<file path="src/rtl/up_dwn_cmd_gen_if.sv">
// rtl/up_dwn_cmd_gen_if.sv - button inputs and command output of up_dwn_cmd_gen
//   btn_up  : raw up button, asynchronous, active-high, may bounce
//   btn_dwn : raw down button, asynchronous, active-high, may bounce
//   up_dwn  : command to up_down_counter (00 hold, 01 up, 10 down, 11 clear)
interface up_dwn_cmd_gen_if;
    logic       btn_up;
    logic       btn_dwn;
    logic [1:0] up_dwn;

    modport master (output btn_up, output btn_dwn, input up_dwn);
    modport slave  (input btn_up, input btn_dwn, output up_dwn);
endinterface

</file>
<file path="src/rtl/up_dwn_cmd_gen.sv">
// rtl/up_dwn_cmd_gen.sv - push-button command source for up_down_counter
//   up_dwn_btn_chan : one button: 2-flop sync, debounce, press detect, auto-repeat
//     i_clk, i_rst_n : clock, asynchronous active-low reset
//     i_btn          : raw button
//     i_other_db     : debounced level of the other button (freezes repeat)
//     o_db           : debounced level
//     o_press        : one-cycle press event
//     o_repeat       : one-cycle auto-repeat event
//   up_dwn_cmd_gen  : top
//     clk, reset     : clock, asynchronous active-low reset
//     bus            : btn_up/btn_dwn in, registered up_dwn out

module up_dwn_btn_chan #(
    parameter int DEBOUNCE_CYCLES = 4,
    parameter int REPEAT_DELAY    = 16,
    parameter int REPEAT_PERIOD   = 8
) (
    input  logic i_clk,
    input  logic i_rst_n,
    input  logic i_btn,
    input  logic i_other_db,
    output logic o_db,
    output logic o_press,
    output logic o_repeat
);
    localparam int DW   = $clog2(DEBOUNCE_CYCLES);
    localparam int RMAX = (REPEAT_DELAY > REPEAT_PERIOD) ? REPEAT_DELAY : REPEAT_PERIOD;
    localparam int RW   = $clog2(RMAX);

    typedef enum logic [1:0] {ST_IDLE, ST_DELAY, ST_REPEAT} state_t;

    logic          r_sync1;
    logic          r_sync2;
    logic          r_db;
    logic          r_db_q;
    logic [DW-1:0] r_dcnt;
    state_t        r_state;
    logic [RW-1:0] r_rcnt;

    state_t        w_state_nxt;
    logic [RW-1:0] w_rcnt_nxt;
    logic          w_press;
    logic          w_repeat;
    logic          w_freeze;

    // Synchronizer and debounce: a new level is accepted only after it has
    // differed from the accepted level for DEBOUNCE_CYCLES consecutive cycles.
    always_ff @(posedge i_clk or negedge i_rst_n) begin
        if (!i_rst_n) begin
            r_sync1 <= 1'b0;
            r_sync2 <= 1'b0;
            r_db    <= 1'b0;
            r_db_q  <= 1'b0;
            r_dcnt  <= '0;
        end else begin
            r_sync1 <= i_btn;
            r_sync2 <= r_sync1;
            r_db_q  <= r_db;
            if (r_sync2 == r_db) begin
                r_dcnt <= '0;
            end else if (r_dcnt == DW'(DEBOUNCE_CYCLES - 1)) begin
                r_db   <= r_sync2;
                r_dcnt <= '0;
            end else begin
                r_dcnt <= r_dcnt + DW'(1);
            end
        end
    end

    assign w_press  = r_db & ~r_db_q;
    // Both buttons down means a clear was issued; hold the repeat timer so
    // the clear is not followed by stray up/down repeats.
    assign w_freeze = r_db & i_other_db;

    always_ff @(posedge i_clk or negedge i_rst_n) begin
        if (!i_rst_n) begin
            r_state <= ST_IDLE;
            r_rcnt  <= '0;
        end else begin
            r_state <= w_state_nxt;
            r_rcnt  <= w_rcnt_nxt;
        end
    end

    // Release is tested first so it wins over a repeat due in the same cycle.
    always_comb begin
        w_state_nxt = r_state;
        w_rcnt_nxt  = r_rcnt;
        w_repeat    = 1'b0;
        case (r_state)
            ST_IDLE: begin
                if (w_press) begin
                    w_state_nxt = ST_DELAY;
                    w_rcnt_nxt  = '0;
                end
            end
            ST_DELAY: begin
                if (!r_db) begin
                    w_state_nxt = ST_IDLE;
                    w_rcnt_nxt  = '0;
                end else if (!w_freeze) begin
                    if (r_rcnt == RW'(REPEAT_DELAY - 1)) begin
                        w_repeat    = 1'b1;
                        w_rcnt_nxt  = '0;
                        w_state_nxt = ST_REPEAT;
                    end else begin
                        w_rcnt_nxt = r_rcnt + RW'(1);
                    end
                end
            end
            ST_REPEAT: begin
                if (!r_db) begin
                    w_state_nxt = ST_IDLE;
                    w_rcnt_nxt  = '0;
                end else if (!w_freeze) begin
                    if (r_rcnt == RW'(REPEAT_PERIOD - 1)) begin
                        w_repeat   = 1'b1;
                        w_rcnt_nxt = '0;
                    end else begin
                        w_rcnt_nxt = r_rcnt + RW'(1);
                    end
                end
            end
            default: begin
                w_state_nxt = ST_IDLE;
                w_rcnt_nxt  = '0;
            end
        endcase
    end

    assign o_db     = r_db;
    assign o_press  = w_press;
    assign o_repeat = w_repeat;
endmodule

module up_dwn_cmd_gen #(
    parameter int DEBOUNCE_CYCLES = 4,
    parameter int REPEAT_DELAY    = 16,
    parameter int REPEAT_PERIOD   = 8
) (
    input  logic              clk,
    input  logic              reset,
    up_dwn_cmd_gen_if.slave   bus
);
    logic       w_db_up;
    logic       w_db_dn;
    logic       w_press_up;
    logic       w_press_dn;
    logic       w_rep_up;
    logic       w_rep_dn;
    logic [1:0] r_up_dwn;

    up_dwn_btn_chan #(
        .DEBOUNCE_CYCLES (DEBOUNCE_CYCLES),
        .REPEAT_DELAY    (REPEAT_DELAY),
        .REPEAT_PERIOD   (REPEAT_PERIOD)
    ) u_chan_up (
        .i_clk      (clk),
        .i_rst_n    (reset),
        .i_btn      (bus.btn_up),
        .i_other_db (w_db_dn),
        .o_db       (w_db_up),
        .o_press    (w_press_up),
        .o_repeat   (w_rep_up)
    );

    up_dwn_btn_chan #(
        .DEBOUNCE_CYCLES (DEBOUNCE_CYCLES),
        .REPEAT_DELAY    (REPEAT_DELAY),
        .REPEAT_PERIOD   (REPEAT_PERIOD)
    ) u_chan_dn (
        .i_clk      (clk),
        .i_rst_n    (reset),
        .i_btn      (bus.btn_dwn),
        .i_other_db (w_db_up),
        .o_db       (w_db_dn),
        .o_press    (w_press_dn),
        .o_repeat   (w_rep_dn)
    );

    // Bit 0 = up event, bit 1 = down event; both together encode clear.
    always_ff @(posedge clk or negedge reset) begin
        if (!reset) begin
            r_up_dwn <= 2'b00;
        end else begin
            r_up_dwn <= {w_press_dn | w_rep_dn, w_press_up | w_rep_up};
        end
    end

    assign bus.up_dwn = r_up_dwn;
endmodule
</file>
<file path="src/flat_wrapper.sv">
// flat-port wrapper written by rule: the top's interface ports become plain ports
module up_dwn_cmd_gen_flat 
#(
    parameter int DEBOUNCE_CYCLES = 4,
    parameter int REPEAT_DELAY    = 16,
    parameter int REPEAT_PERIOD   = 8
)
  (clk, reset, bus_btn_up, bus_btn_dwn, bus_up_dwn);
  up_dwn_cmd_gen_if bus_i ();
  input  logic clk;
  input  logic reset;
  input wire logic [$bits(bus_i.btn_up)-1:0] bus_btn_up;
  input wire logic [$bits(bus_i.btn_dwn)-1:0] bus_btn_dwn;
  output wire logic [$bits(bus_i.up_dwn)-1:0] bus_up_dwn;
  assign bus_i.btn_up = bus_btn_up;
  assign bus_i.btn_dwn = bus_btn_dwn;
  assign bus_up_dwn = bus_i.up_dwn;
  up_dwn_cmd_gen #(.DEBOUNCE_CYCLES(DEBOUNCE_CYCLES), .REPEAT_DELAY(REPEAT_DELAY), .REPEAT_PERIOD(REPEAT_PERIOD)) u_core (.clk(clk), .reset(reset), .bus(bus_i));
endmodule
</file>
<file path="config.mk">
export PLATFORM = sky130hd
export DESIGN_NAME = up_dwn_cmd_gen_flat
export DESIGN_NICKNAME = d
export VERILOG_FILES = /design/src/rtl/up_dwn_cmd_gen_if.sv /design/src/rtl/up_dwn_cmd_gen.sv /design/src/flat_wrapper.sv
export SDC_FILE = /design/constraint.sdc
export NUM_CORES = 1
export LEC_CHECK = 0
export CORE_MARGIN = 2
export CORE_UTILIZATION = 53
export CTS_BUF_LIST = sky130_fd_sc_hd__clkbuf_16
export DETAILED_ROUTE_END_ITERATION = 10
export MAX_ROUTING_LAYER = met4
export PLACE_DENSITY = 0.74
export SLEW_MARGIN = 20
export SYNTH_ARGS = -nofsm -noshare
export SYNTH_HDL_FRONTEND = slang
export SYNTH_SLANG_ARGS = --single-unit
</file>
<file path="constraint.sdc">
create_clock -name clk -period 1.74 [get_ports clk]
set_clock_uncertainty 0.2 [all_clocks]
set_input_delay 0.261 -clock clk [delete_from_list [all_inputs] [get_ports clk]]
set_output_delay 0.261 -clock clk [all_outputs]
set_load 0.1 [all_outputs]
</file>
# Word-level counts from Yosys, hierarchy flattened

Cells that the tools add are included.

Eq/ne operators: 22
Bitwise logic cells: 9
Add/subtract/negate cells: 4
Multiplexer cells: 46
Reductions and logical operators: 8

Operators with widths:

| operator              | count |
|---|---|
| $mux W4               | 14 |
| $mux W2               | 14 |
| $pmux W4 S3           | 2 |
| $ne A3 B3 Y1 const B  | 6 |
| $mux W1               | 12 |
| $pmux W2 S3           | 2 |
| $add A4 B1 Y4 const B | 2 |
| $eq A2 B2 Y1 const B  | 4 |
| $eq A4 B3 Y1 const B  | 2 |
| $eq A4 B4 Y1 const B  | 2 |
| $reduce_and A4 Y1     | 2 |
| $reduce_and A3 Y1     | 2 |
| $add A2 B1 Y2 const B | 2 |
| $eq A2 B1 Y1 const B  | 2 |
| $logic_not A2 Y1      | 2 |
| $ne A2 B1 Y1 const B  | 2 |
| $ne A2 B2 Y1 const B  | 2 |
| $not A1 Y1            | 4 |
| $pmux W1 S2           | 2 |
| $reduce_and A2 Y1     | 2 |
| $and A1 B1 Y1         | 3 |
| $eq A1 B1 Y1          | 2 |
| $or A1 B1 Y1          | 2 |

Input port bits: 4
Word-level logic and storage cells: 104
Register bits after elaboration: 26
Output and inout bits: 2

# Depth between registers and ports, before layout

Gate-level depths: netlist of run 1.

Depth after elaboration: 6
Depth in mapped cells: 6
Depth with buffers taken out: 6

# Hierarchy

From an unflattened synthesis of run 1, not the netlist that was laid out.

Cells, all modules: 118
Area total of the unflattened synthesis: 1336.3 um^2

Modules (own cells, without submodules):

| module                              | area each (um^2) | cells an instance | sequential area each (um^2) | instances |
|---|---|---|---|---|
| up_dwn_btn_chan at u_core.u_chan_dn | 643.1            | 57                | 300.3                       | 1 |
| up_dwn_btn_chan at u_core.u_chan_up | 630.6            | 57                | 300.3                       | 1 |
| up_dwn_cmd_gen                      | 62.6             | 4                 | 50.0                        | 1 |

# Worst setup path after synthesis of run 1

Ideal clock, no wire load.

Path kind: register to register
Start: register u_core.u_chan_dn.r_state[0]
End: register u_core.u_chan_dn.r_rcnt[3]
Cell stages (with the launch flop): 7
Path slack: 0.062 ns
Setup time: 0.121 ns
Period minus slack after synthesis: 1.678 ns
Buffers on the path: 0
Arrival: 1.357 ns
Data required time: 1.419 ns
Cell sequence: dfrtp_1 inv_1 ha_1 o211ai_1 a31oi_1 a21o_1 a22o_1

Cells in the longest elaborated chain, start to end: 3
Elaborated cells on any way between the ends: 8
Those cells by class: 5 x eq/ne; 1 x mux; 2 x reduce/logical

Ends and longest elaborated chain:

| what                                                          | RTL line             | RTL |
|---|---|---|
| from (decl)                                                   | up_dwn_cmd_gen.sv:37 | `state_t r_state;` |
| from (signal assigned)                                        | up_dwn_cmd_gen.sv:80 | `r_state <= w_state_nxt;` |
| $eq A2 B2 Y1, or another cell as far along                    | up_dwn_cmd_gen.sv:90 | `case (r_state)` |
| $ne A3 B3 Y1 (no source line) or $ne A2 B1 Y1 (tied branches) | -                    |  |
| $reduce_and A3 Y1 (no source line)                            | -                    |  |
| to (signal assigned)                                          | up_dwn_cmd_gen.sv:81 | `r_rcnt <= w_rcnt_nxt;` |
| to (decl)                                                     | up_dwn_cmd_gen.sv:38 | `logic [RW-1:0] r_rcnt;` |

Several ways; a longest one is shown, not always the timed one.
A chain may end at the register's enable or synchronous reset.

# Final worst setup path of run 1

Start: register u_core.u_chan_up.r_state[0]
End: register u_core.u_chan_up.r_state[0]

Cells in the longest elaborated chain, start to end: 3
Elaborated cells on any way between the ends: 9
Those cells by class: 6 x eq/ne; 1 x mux; 2 x reduce/logical

Ends and longest elaborated chain:

| what                                                        | RTL line |
|---|---|
| from (decl)                                                 | up_dwn_cmd_gen.sv:37 |
| from (signal assigned)                                      | up_dwn_cmd_gen.sv:80 |
| $eq A2 B1 Y1, or another cell as far along                  | up_dwn_cmd_gen.sv:90 |
| $ne A3 B3 Y1 (no source line), or another cell as far along | - |
| $reduce_and A4 Y1 (no source line)                          | - |

Several ways; a longest one is shown, not always the timed one.

==> results of run 1 <==
## sequential cells by signal, summed over array words and instances (netlist names)
name                      cells
u_core.u_chan_up.r_dcnt       2
u_core.bus.up_dwn             2
u_core.u_chan_up.r_db_q       1
u_core.u_chan_up.r_sync1      1
u_core.u_chan_dn.r_state      2
u_core.u_chan_dn.r_sync1      1
u_core.u_chan_dn.r_db_q       1
u_core.u_chan_up.r_rcnt       4
u_core.u_chan_up.r_state      2
u_core.u_chan_up.o_db         1
u_core.u_chan_dn.r_dcnt       2
u_core.u_chan_up.r_sync2      1
u_core.u_chan_dn.r_sync2      1
u_core.u_chan_dn.o_db         1
u_core.u_chan_dn.r_rcnt       4
## layout make-up
type / instances / area, sq um
multi-input combinational: 80 / 732.0
fill: 160 / 693.2
sequential: 26 / 651.9
timing repair buffer: 20 / 186.4
clock buffer: 3 / 75.07
tap: 30 / 37.54
clock inverter: 1 / 30.03
inverter: 7 / 26.28
## through the flow
step                worst slack, ns  instances  TNS [ns]  hold WS, ns  utilization, %
global route               -0.09721        167   -0.4970       0.1566           71.50
global placement            0.01993        158         0       0.1313           61.88
finish                     -0.02905        167  -0.06063       0.1511           71.50
detailed placement         -0.03689        158   -0.1010       0.1379           61.88
floorplan                   0.06223        115         0      -0.2346               -
CTS                        -0.02158        164  -0.06732       0.1531           68.67
## power by group through the flow
stage	Combinational, uW	Sequential (uW)	Clock (uW)
5_1_grt	1680	951	711
4_1_cts	1470	922	676
2_1_floorplan	849	1020	0
6_report	1560	931	669
3_3_place_gp	1290	919	0
3_5_place_dp	1350	935	0
## how the worst min path moves through the flow
stage / end / slack [ns]
floorplan: u_core.bus.up_dwn[0] / -0.23
global placement: u_core.u_chan_dn.r_sync2 / 0.13
detailed placement: u_core.u_chan_dn.r_sync2 / 0.14
CTS: u_core.u_chan_dn.r_sync2 / 0.15
global route: u_core.u_chan_up.r_sync2 / 0.16
finish: u_core.u_chan_up.r_sync2 / 0.15
## cell usage in the layout (no fill, tap or decap), types with 2 or more instances in the layout
cell type	n
dfrtp_1	25
buf_4	14
nand2_1	7
ha_4	6
xnor2_1	4
inv_1	4
o21ai_0	4
nand3_1	4
a21oi_1	4
ha_1	4
nor3_1	3
inv_2	3
mux2i_1	3
nor2_1	3
a21o_1	3
o21ai_1	3
clkbuf_16	3
clkdlybuf4s50_1	3
nand4b_1	2
nor2b_1	2
o211ai_1	2
nand2b_4	2
a22o_1	2
mux2_2	2
a22oi_2	2
and3_1	2
o31ai_1	2
mux2_4	2
buf_12	2
## per-layer routing
layer / track usage [%] / part of all wire, %
met1: 23.24 / 42
met2: 37.95 / 55
met3: 4.098 / 1.8
met4: 8.750 / 1.6
met5: - / 0
## logic make-up after synthesis
family          count (synthesis)  share of synthesized area [%]
simple gates                   31                          13.40
mux                             7                          5.860
compound gates                 28                          16.84
flops                          26                          48.37
xor+xnor                        4                          2.604
fa+ha+maj                      10                          9.302
buf+inv                         9                          3.628
## timing repair
item,4_1_cts,5_1_grt
setup buffers,2,3
pin swaps,1,4
resized for setup,8,13
hold buffers,0,0
endpoints found under the setup margin,6,10
==> flow_summary_export.csv, run 1 <==
group,metric,value,unit
power,p_comb_share,49.3,%
cts,clock_sinks,26,
critical_path,worstPathArrival,1.72,ns
final_layout,diodes,0,
cts,cts_tree,"done",
sta,rsz0062_at_grt,"yes",
critical_path,critPathLaunch,"u_core.u_chan_up.r_state[0]",
logic_synthesis,synth_top_area_share,48.37,%
detailed_routing,num_vias,936,
run,maxCapViolCount,0,
global_route,grt_max_degree,27,
critical_path,path_buf_inv,1,
global_route,antenna_found_initial,0,
floorplan,dieArea,0.002957,sq mm
placement,port_buffers,5,
cts,cts_buffer_depth,2,
global_route,overflow,0,
floorplan,rows,18,
detailed_routing,drcViolationCount,0,
critical_path,timing.rr.end,"u_core.u_chan_up.r_state[0]",
logic_synthesis,syn-num-nets,129,
critical_path,path_depth,6,
critical_path,cp-start-kind,"flip-flop",
detailed_routing,dr.pass1.iters,2,
sta,final_max_slew_viol_count,0,
sta,final.min_clock_period,1.769,ns
hold_path,min_from,"u_core.u_chan_up.r_sync1",
critical_path,crit_path_end,"u_core.u_chan_up.r_state[0]",
logic_synthesis,synth-seq-cells,26,
power,internal_power,2021,uW
global_route,grt_pass1_wl,4278,um
status,outcome,"complete, but fails checks",
critical_path,crit_family,"flip-flops",
sta,slew_headroom,77.45,%
sta,finalCritPeriodShare,101.7,%
power,p_leak,0.0007702,uW
detailed_routing,drt_iter0_drc,16,
final_layout,stdcell_area,0.001739,sq mm
detailed_routing,ant_nets,0,
hold_path,min_path_type,"reg2reg",
power,peakVddDrop,1428,uV
power,switching_share,36.05,%
sta,setup_viol,3,
critical_path,reg2reg_depth,6,
cts,clkTransAtPathRegs,0.07,ns
final_layout,syn_to_final_growth,29.30,%
sta,fmax,565.3,MHz
floorplan,die_h,54.38,um
floorplan,io_pins,6,
power,power.total,3160,uW
cts,clk_root_buffer_cell,"clkbuf_16",
placement,gp_congestion,0.7240,
floorplan,start_util,55.30,%
logic_synthesis,synth_cells,115,
global_route,grt_pass1_vias,938,
critical_path,crit_type,"reg2reg",
critical_path,r2r_start,"u_core.u_chan_up.r_state[0]",
logic_synthesis,async_reset_ff_share,100.0,%
final_layout,nNetsFinal,152,
detailed_routing,routedWlPerCell,15.82,um
critical_path,worst-path-max-fanout,5,
logic_synthesis,synthFlopType,"dfrtp_1",
final_layout,drive_above_1_share,33.58,%
critical_path,reg2reg_slack,-0.03,ns
status,violations,"negative setup slack",
detailed_routing,wl,2642,um
sta,tightestPinTransition,0.3383,ns
detailed_routing,vias_per_cell,5.605,
cts,h-tree-depth,1,
placement,hpwl,1806,um
critical_path,cp_slowest_cell,"dfrtp_1",
power,p_per_area,1817,mW/mm^2
logic_synthesis,synth_top_cell_by_area,"dfrtp_1",
power,p_sw,1139,uW
cts,clock_latency,0.26,ns
power,seq_power_share,29.5,%
logic_synthesis,ys_seq_area_share,48.37,%
logic_synthesis,ys_warn_count,0,
floorplan,die_x,54.38,um
logic_synthesis,yosys-top-cells-area,"dfrtp_1 48%, ha_1 9.3%, xnor2_1 2.6%, mux2i_1 2.2%, o21ai_0 2.2%",
critical_path,end_kind,"flip-flop",
logic_synthesis,netlist_area,0.001345,sq mm
critical_path,path_cells,"inv_2, ha_4, a21o_1, a22oi_2, o21ai_1, mux2_4",
global_route,grt_use_total,21.35,%
sta,hold_viol,0,
placement,placed_area,0.001505,sq mm
logic_synthesis,yosysMostFrequentCell,"dfrtp_1",
cts,cts_buffers,3,
logic_synthesis,yosys-top-cells-count,"26 x dfrtp_1, 10 x ha_1, 7 x inv_1, 7 x nand2_1, 6 x o21ai_0",
logic_synthesis,synth_edf_count,0,
logic_synthesis,syn_area_per_cell,11.70,sq um
logic_synthesis,synth_cell_type_count,36,
critical_path,max_stage_delay,0.44,ns
floorplan,coreArea,0.002432,sq mm
power,clkPwrFrac,21.2,%
critical_path,cp.required,1.69,ns
hold_path,min_path_cells,0,
sta,worst_slack,-0.02905,ns
(Power assumes the default switching activity.)
==> inputs of run 2 (changes only) <==
GPL_TIMING_DRIVEN = 0   (was not set)
REMOVE_ABC_BUFFERS = 1   (was not set)
==> run 2 against run 1 <==
  * The flow still finishes with violations (negative setup slack)
  * Final area fell by 3.9%
  * Utilization down 2.8 points
  * Sequential share of layout area increased by 1.4 points
  * Critical path type unchanged
  * Total power down 10%
  * Highest routed layer unchanged
  * Sequential power rose by 1%
  * Clock power down 26%
  * Count of clock-buffer cells in the layout stayed put
  * Combinational power shrank 11%
  * Critical path depth unchanged
==> flow_summary_export.csv, run 2 (synthesis gave the netlist of run 1 again) <==
group,metric,value,unit
floorplan,die_h,54.38,um
sta,final_max_slew_viol_count,0,
global_route,grt_pass1_vias,900,
floorplan,rows,18,
cts,clock_sinks,26,
floorplan,die_x,54.38,um
global_route,grt_max_degree,27,
detailed_routing,ant_nets,0,
cts,cts_buffers,3,
sta,hold_viol,0,
critical_path,worstPathArrival,1.78,ns
final_layout,syn_to_final_growth,24.28,%
cts,clk_root_buffer_cell,"clkbuf_16",
critical_path,cp-start-kind,"flip-flop",
power,p_leak,0.0007354,uW
global_route,grt_pass1_wl,4119,um
detailed_routing,vias_per_cell,5.583,
power,p_per_area,1696,mW/mm^2
cts,clock_latency,0.25,ns
power,peakVddDrop,1069,uV
floorplan,io_pins,6,
detailed_routing,num_vias,910,
sta,fmax,542.2,MHz
cts,h-tree-depth,1,
floorplan,dieArea,0.002957,sq mm
cts,cts_buffer_depth,2,
detailed_routing,drcViolationCount,0,
critical_path,cp.required,1.68,ns
final_layout,final_common_cell,"dfrtp_1",
detailed_routing,routedWlPerCell,15.88,um
placement,gp_congestion,0.8149,
sta,hold_slack,0.1564,ns
sta,final.min_clock_period,1.844,ns
critical_path,worst-path-max-fanout,5,
cts,cts_tree,"done",
detailed_routing,wl,2588,um
final_layout,n_fill_cell,170,
critical_path,crit_type,"reg2reg",
detailed_routing,dr.pass1.iters,4,
final_layout,nNetsFinal,149,
placement,hpwl,1563,um
final_layout,final_cell_mix,"26 x dfrtp_1, 8 x buf_4, 7 x nand2_1",
placement,dp_cells,148,
sta,tightestPinTransition,0.5761,ns
final_layout,largestRegisters,"u_core.u_chan_dn.r_rcnt x4, u_core.u_chan_up.r_rcnt x4",
global_route,antenna_found_initial,0,
floorplan,start_util,55.30,%
sta,setup_viol,5,
detailed_routing,drt_iter0_drc,13,
final_layout,drive_above_1_share,29.32,%
final_layout,diodes,0,
critical_path,end_kind,"flip-flop",
placement,port_buffers,5,
sta,rsz0062_at_grt,"yes",
sta,slew_headroom,61.59,%
global_route,grt_use_total,20.86,%
hold_path,min_path_type,"reg2reg",
floorplan,coreArea,0.002432,sq mm
global_route,overflow,0,
cts,clkTransAtPathRegs,0.06,ns
status,violations,"negative setup slack",
sta,finalCritPeriodShare,106.0,%
status,outcome,"complete, but fails checks",
power,power.total,2835,uW
final_layout,fin_cells,163,
sta,worst_slack,-0.1043,ns
final_layout,final_util,68.72,%
run,maxCapViolCount,0,
==> run 2: critical path: stages, from the launching register on <==
cell and delay [ns]:
dfrtp_1 0.40, buf_6 0.13, ha_4 0.17, a21o_1 0.18
a22oi_2 0.20, o21ai_1 0.12, mux2_1 0.32
==> run 2: power breakdown <==
part	internal (uW)	leakage [uW]	switching (uW)
sequential	761	0.000334	181
clock	304	0.0000370	194
combinational	657	0.000364	737
==> run 2: metrics by stage <==
stage          setup TNS, ns  worst slack, ns  instance area, sq um
4_1_cts             -0.03944         -0.02126                  1589
6_report             -0.1825          -0.1043                  1672
5_1_grt              -0.8136          -0.1454                  1672
3_3_place_gp          -3.294          -0.1458                  1410
3_5_place_dp         -0.6996          -0.1460                  1405
2_1_floorplan              0          0.06223                  1323
==> run 2: path summary, 6_finish.rpt <==
| kind | end | slack [ns] | cells after the start | start |
|---|---|---|---|---|
| min in group asynchronous | u_core.u_chan_dn.r_state[1] | 0.33 | 2 | reset |
| max | u_core.u_chan_up.r_state[0] | -0.10 | 6 | u_core.u_chan_up.r_state[1] |
| max reg2reg | u_core.u_chan_up.r_state[0] | -0.10 | 6 | u_core.u_chan_up.r_state[1] |
| min reg2reg | u_core.u_chan_up.r_sync2 | 0.16 | 0 | u_core.u_chan_up.r_sync1 |
| max in group asynchronous | u_core.u_chan_dn.r_rcnt[1] | 0.63 | 2 | reset |
| min | u_core.u_chan_up.r_sync2 | 0.16 | 0 | u_core.u_chan_up.r_sync1 |
==> run 2: per-layer routing <==
layer	up-vias	GRT usage [%]	share of wire, %
met4	0	8.750	2.2
met3	6	4.372	2.3
met5	-	-	0
met2	14	34.54	51
li1	446	-	-
met1	444	24.65	45
==> run 2: layout make-up <==
cell class	instances	area [sq um]	share of cell area [%]
sequential	26	650.6	38.92
inverter	7	26.28	1.572
tap	30	37.54	2.246
multi-input combinational	80	730.7	43.71
clock buffer	3	75.07	4.491
timing repair buffer	17	151.4	9.057
==> run 2: timing repair <==
action	in CTS	in global routing
buffers inserted	6	5
endpoints found under the hold margin	26	0
hold buffers	1	0
setup endpoints to repair	8	10
pin swaps	2	5
gates resized for setup	18	8
==> inputs of run 3 (changes only) <==
PLACE_DENSITY = 0.85   (was 0.74)
==> run 3 against run 2 <==
  * The flow still finishes with violations (negative setup slack)
  * Non-clock buffer count stayed put
  * Total power rose by 12%
  * Global-route usage is 0.77 points higher
  * Wire length grew 17%
  * Critical path depth is the same
==> flow_summary_export.csv, run 3 (synthesis gave the netlist of run 1 again) <==
group,metric,value,unit
final_layout,drive_above_1_share,35.07,%
floorplan,start_util,55.30,%
floorplan,die_x,54.38,um
power,p_leak,0.0007514,uW
sta,final.min_clock_period,1.815,ns
floorplan,dieArea,0.002957,sq mm
global_route,grt_pass1_wl,4326,um
placement,hpwl,1585,um
critical_path,worst-path-max-fanout,5,
final_layout,final_util,71.24,%
detailed_routing,drcViolationCount,0,
sta,hold_viol,0,
global_route,grt_use_total,21.63,%
final_layout,syn_to_final_growth,28.84,%
cts,cts_tree,"done",
critical_path,cp-start-kind,"flip-flop",
sta,rsz0062_at_grt,"yes",
detailed_routing,vias_per_cell,5.848,
global_route,overflow,0,
critical_path,worstPathArrival,1.76,ns
floorplan,coreArea,0.002432,sq mm
sta,hold_slack,0.1494,ns
placement,dp_cells,148,
cts,clock_sinks,26,
detailed_routing,wl,3028,um
global_route,grt_max_degree,27,
sta,tightestPinTransition,0.5930,ns
sta,worst_slack,-0.07493,ns
placement,gp_congestion,0.7879,
cts,h-tree-depth,1,
sta,fmax,551.0,MHz
final_layout,final_common_cell,"dfrtp_1",
cts,cts_buffers,3,
floorplan,io_pins,6,
global_route,antenna_found_initial,0,
power,peakVddDrop,1210,uV
final_layout,diodes,0,
critical_path,crit_type,"reg2reg",
final_layout,largestRegisters,"u_core.u_chan_dn.r_rcnt x4, u_core.u_chan_up.r_rcnt x4",
sta,finalCritPeriodShare,104.3,%
floorplan,die_h,54.38,um
detailed_routing,dr.pass1.iters,5,
final_layout,final_cell_mix,"22 x dfrtp_1, 8 x buf_4, 7 x nand2_1",
sta,slew_headroom,60.47,%
final_layout,fin_cells,164,
floorplan,rows,18,
detailed_routing,drt_iter0_drc,18,
sta,final_max_slew_viol_count,0,
cts,clk_root_buffer_cell,"clkbuf_16",
detailed_routing,ant_nets,0,
placement,port_buffers,5,
status,outcome,"complete, but fails checks",
critical_path,cp.required,1.69,ns
cts,cts_buffer_depth,2,
critical_path,end_kind,"flip-flop",
status,violations,"negative setup slack",
global_route,grt_pass1_vias,908,
detailed_routing,num_vias,959,
cts,clkTransAtPathRegs,0.07,ns
detailed_routing,routedWlPerCell,18.46,um
hold_path,min_path_type,"reg2reg",
sta,setup_viol,5,
cts,clock_latency,0.26,ns
power,p_per_area,1830,mW/mm^2
run,maxCapViolCount,0,
final_layout,nNetsFinal,149,
[run 3: per-layer routing]
layer  share of wire, %  vias to the layer above  track usage (%)
met3                2.6                        7            4.645
li1                   -                      451                -
met4                2.3                        0            8.333
met1                 40                      473            25.31
met2                 55                       28            36.35
met5                  0                        -                -
[run 3: path summary, 6_finish.rpt]
path / from / end / slack (ns) / cells after the start
setup / recovery: u_core.u_chan_dn.r_state[0] / u_core.u_chan_dn.r_state[0] / -0.07 / 6
hold / removal: u_core.u_chan_dn.r_sync1 / u_core.u_chan_dn.r_sync2 / 0.15 / 0
setup reg to reg: u_core.u_chan_dn.r_state[0] / u_core.u_chan_dn.r_state[0] / -0.07 / 6
hold reg to reg: u_core.u_chan_dn.r_sync1 / u_core.u_chan_dn.r_sync2 / 0.15 / 0
max in group asynchronous: reset / u_core.u_chan_dn.o_db / 0.57 / 2
min in group asynchronous: reset / u_core.u_chan_dn.r_state[0] / 0.34 / 2
[run 3: through the flow]
stage / total power [uW] / cell area (sq um) / setup slack [ns] / setup TNS [ns]
global placement: 1985 / 1410 / -0.1522 / -2.115
CTS: 2957 / 1633 / -0.03499 / -0.06950
detailed placement: 2066 / 1410 / -0.1485 / -3.593
finish: 3171 / 1733 / -0.07493 / -0.1586
floorplan: 1812 / 1323 / 0.06223 / 0
global route: 3322 / 1733 / -0.1307 / -0.6392
[run 3: worst max-delay path, stage by stage, from the launching register on]
cell     delay [ns]
dfrtp_2        0.42
inv_2          0.09
ha_4           0.19
a21o_1         0.17
a22oi_2        0.23
o21ai_2        0.10
mux2_4         0.31
[run 3: cell type report]
class	count	area [sq um]
inverter	7	28.78
tap	30	37.54
clock buffer	3	75.07
timing repair buffer	17	160.2
fill	170	699.4
sequential	26	655.6
multi-input combinational	80	745.7
clock inverter	1	30.03
[run 3: power by group]
part           total, uW  switching, uW  internal (uW)
Sequential           973            201            771
Clock                674            216            458
Combinational       1520            807            717
[run 3: timing repair]
item | 4_1_cts | 5_1_grt
endpoints found under the setup margin | 9 | 10
hold endpoints to repair | 0 | 26
hold buffers | 0 | 1
pin swaps | 6 | 6
buffers inserted | 7 | 4
resized for setup | 21 | 15
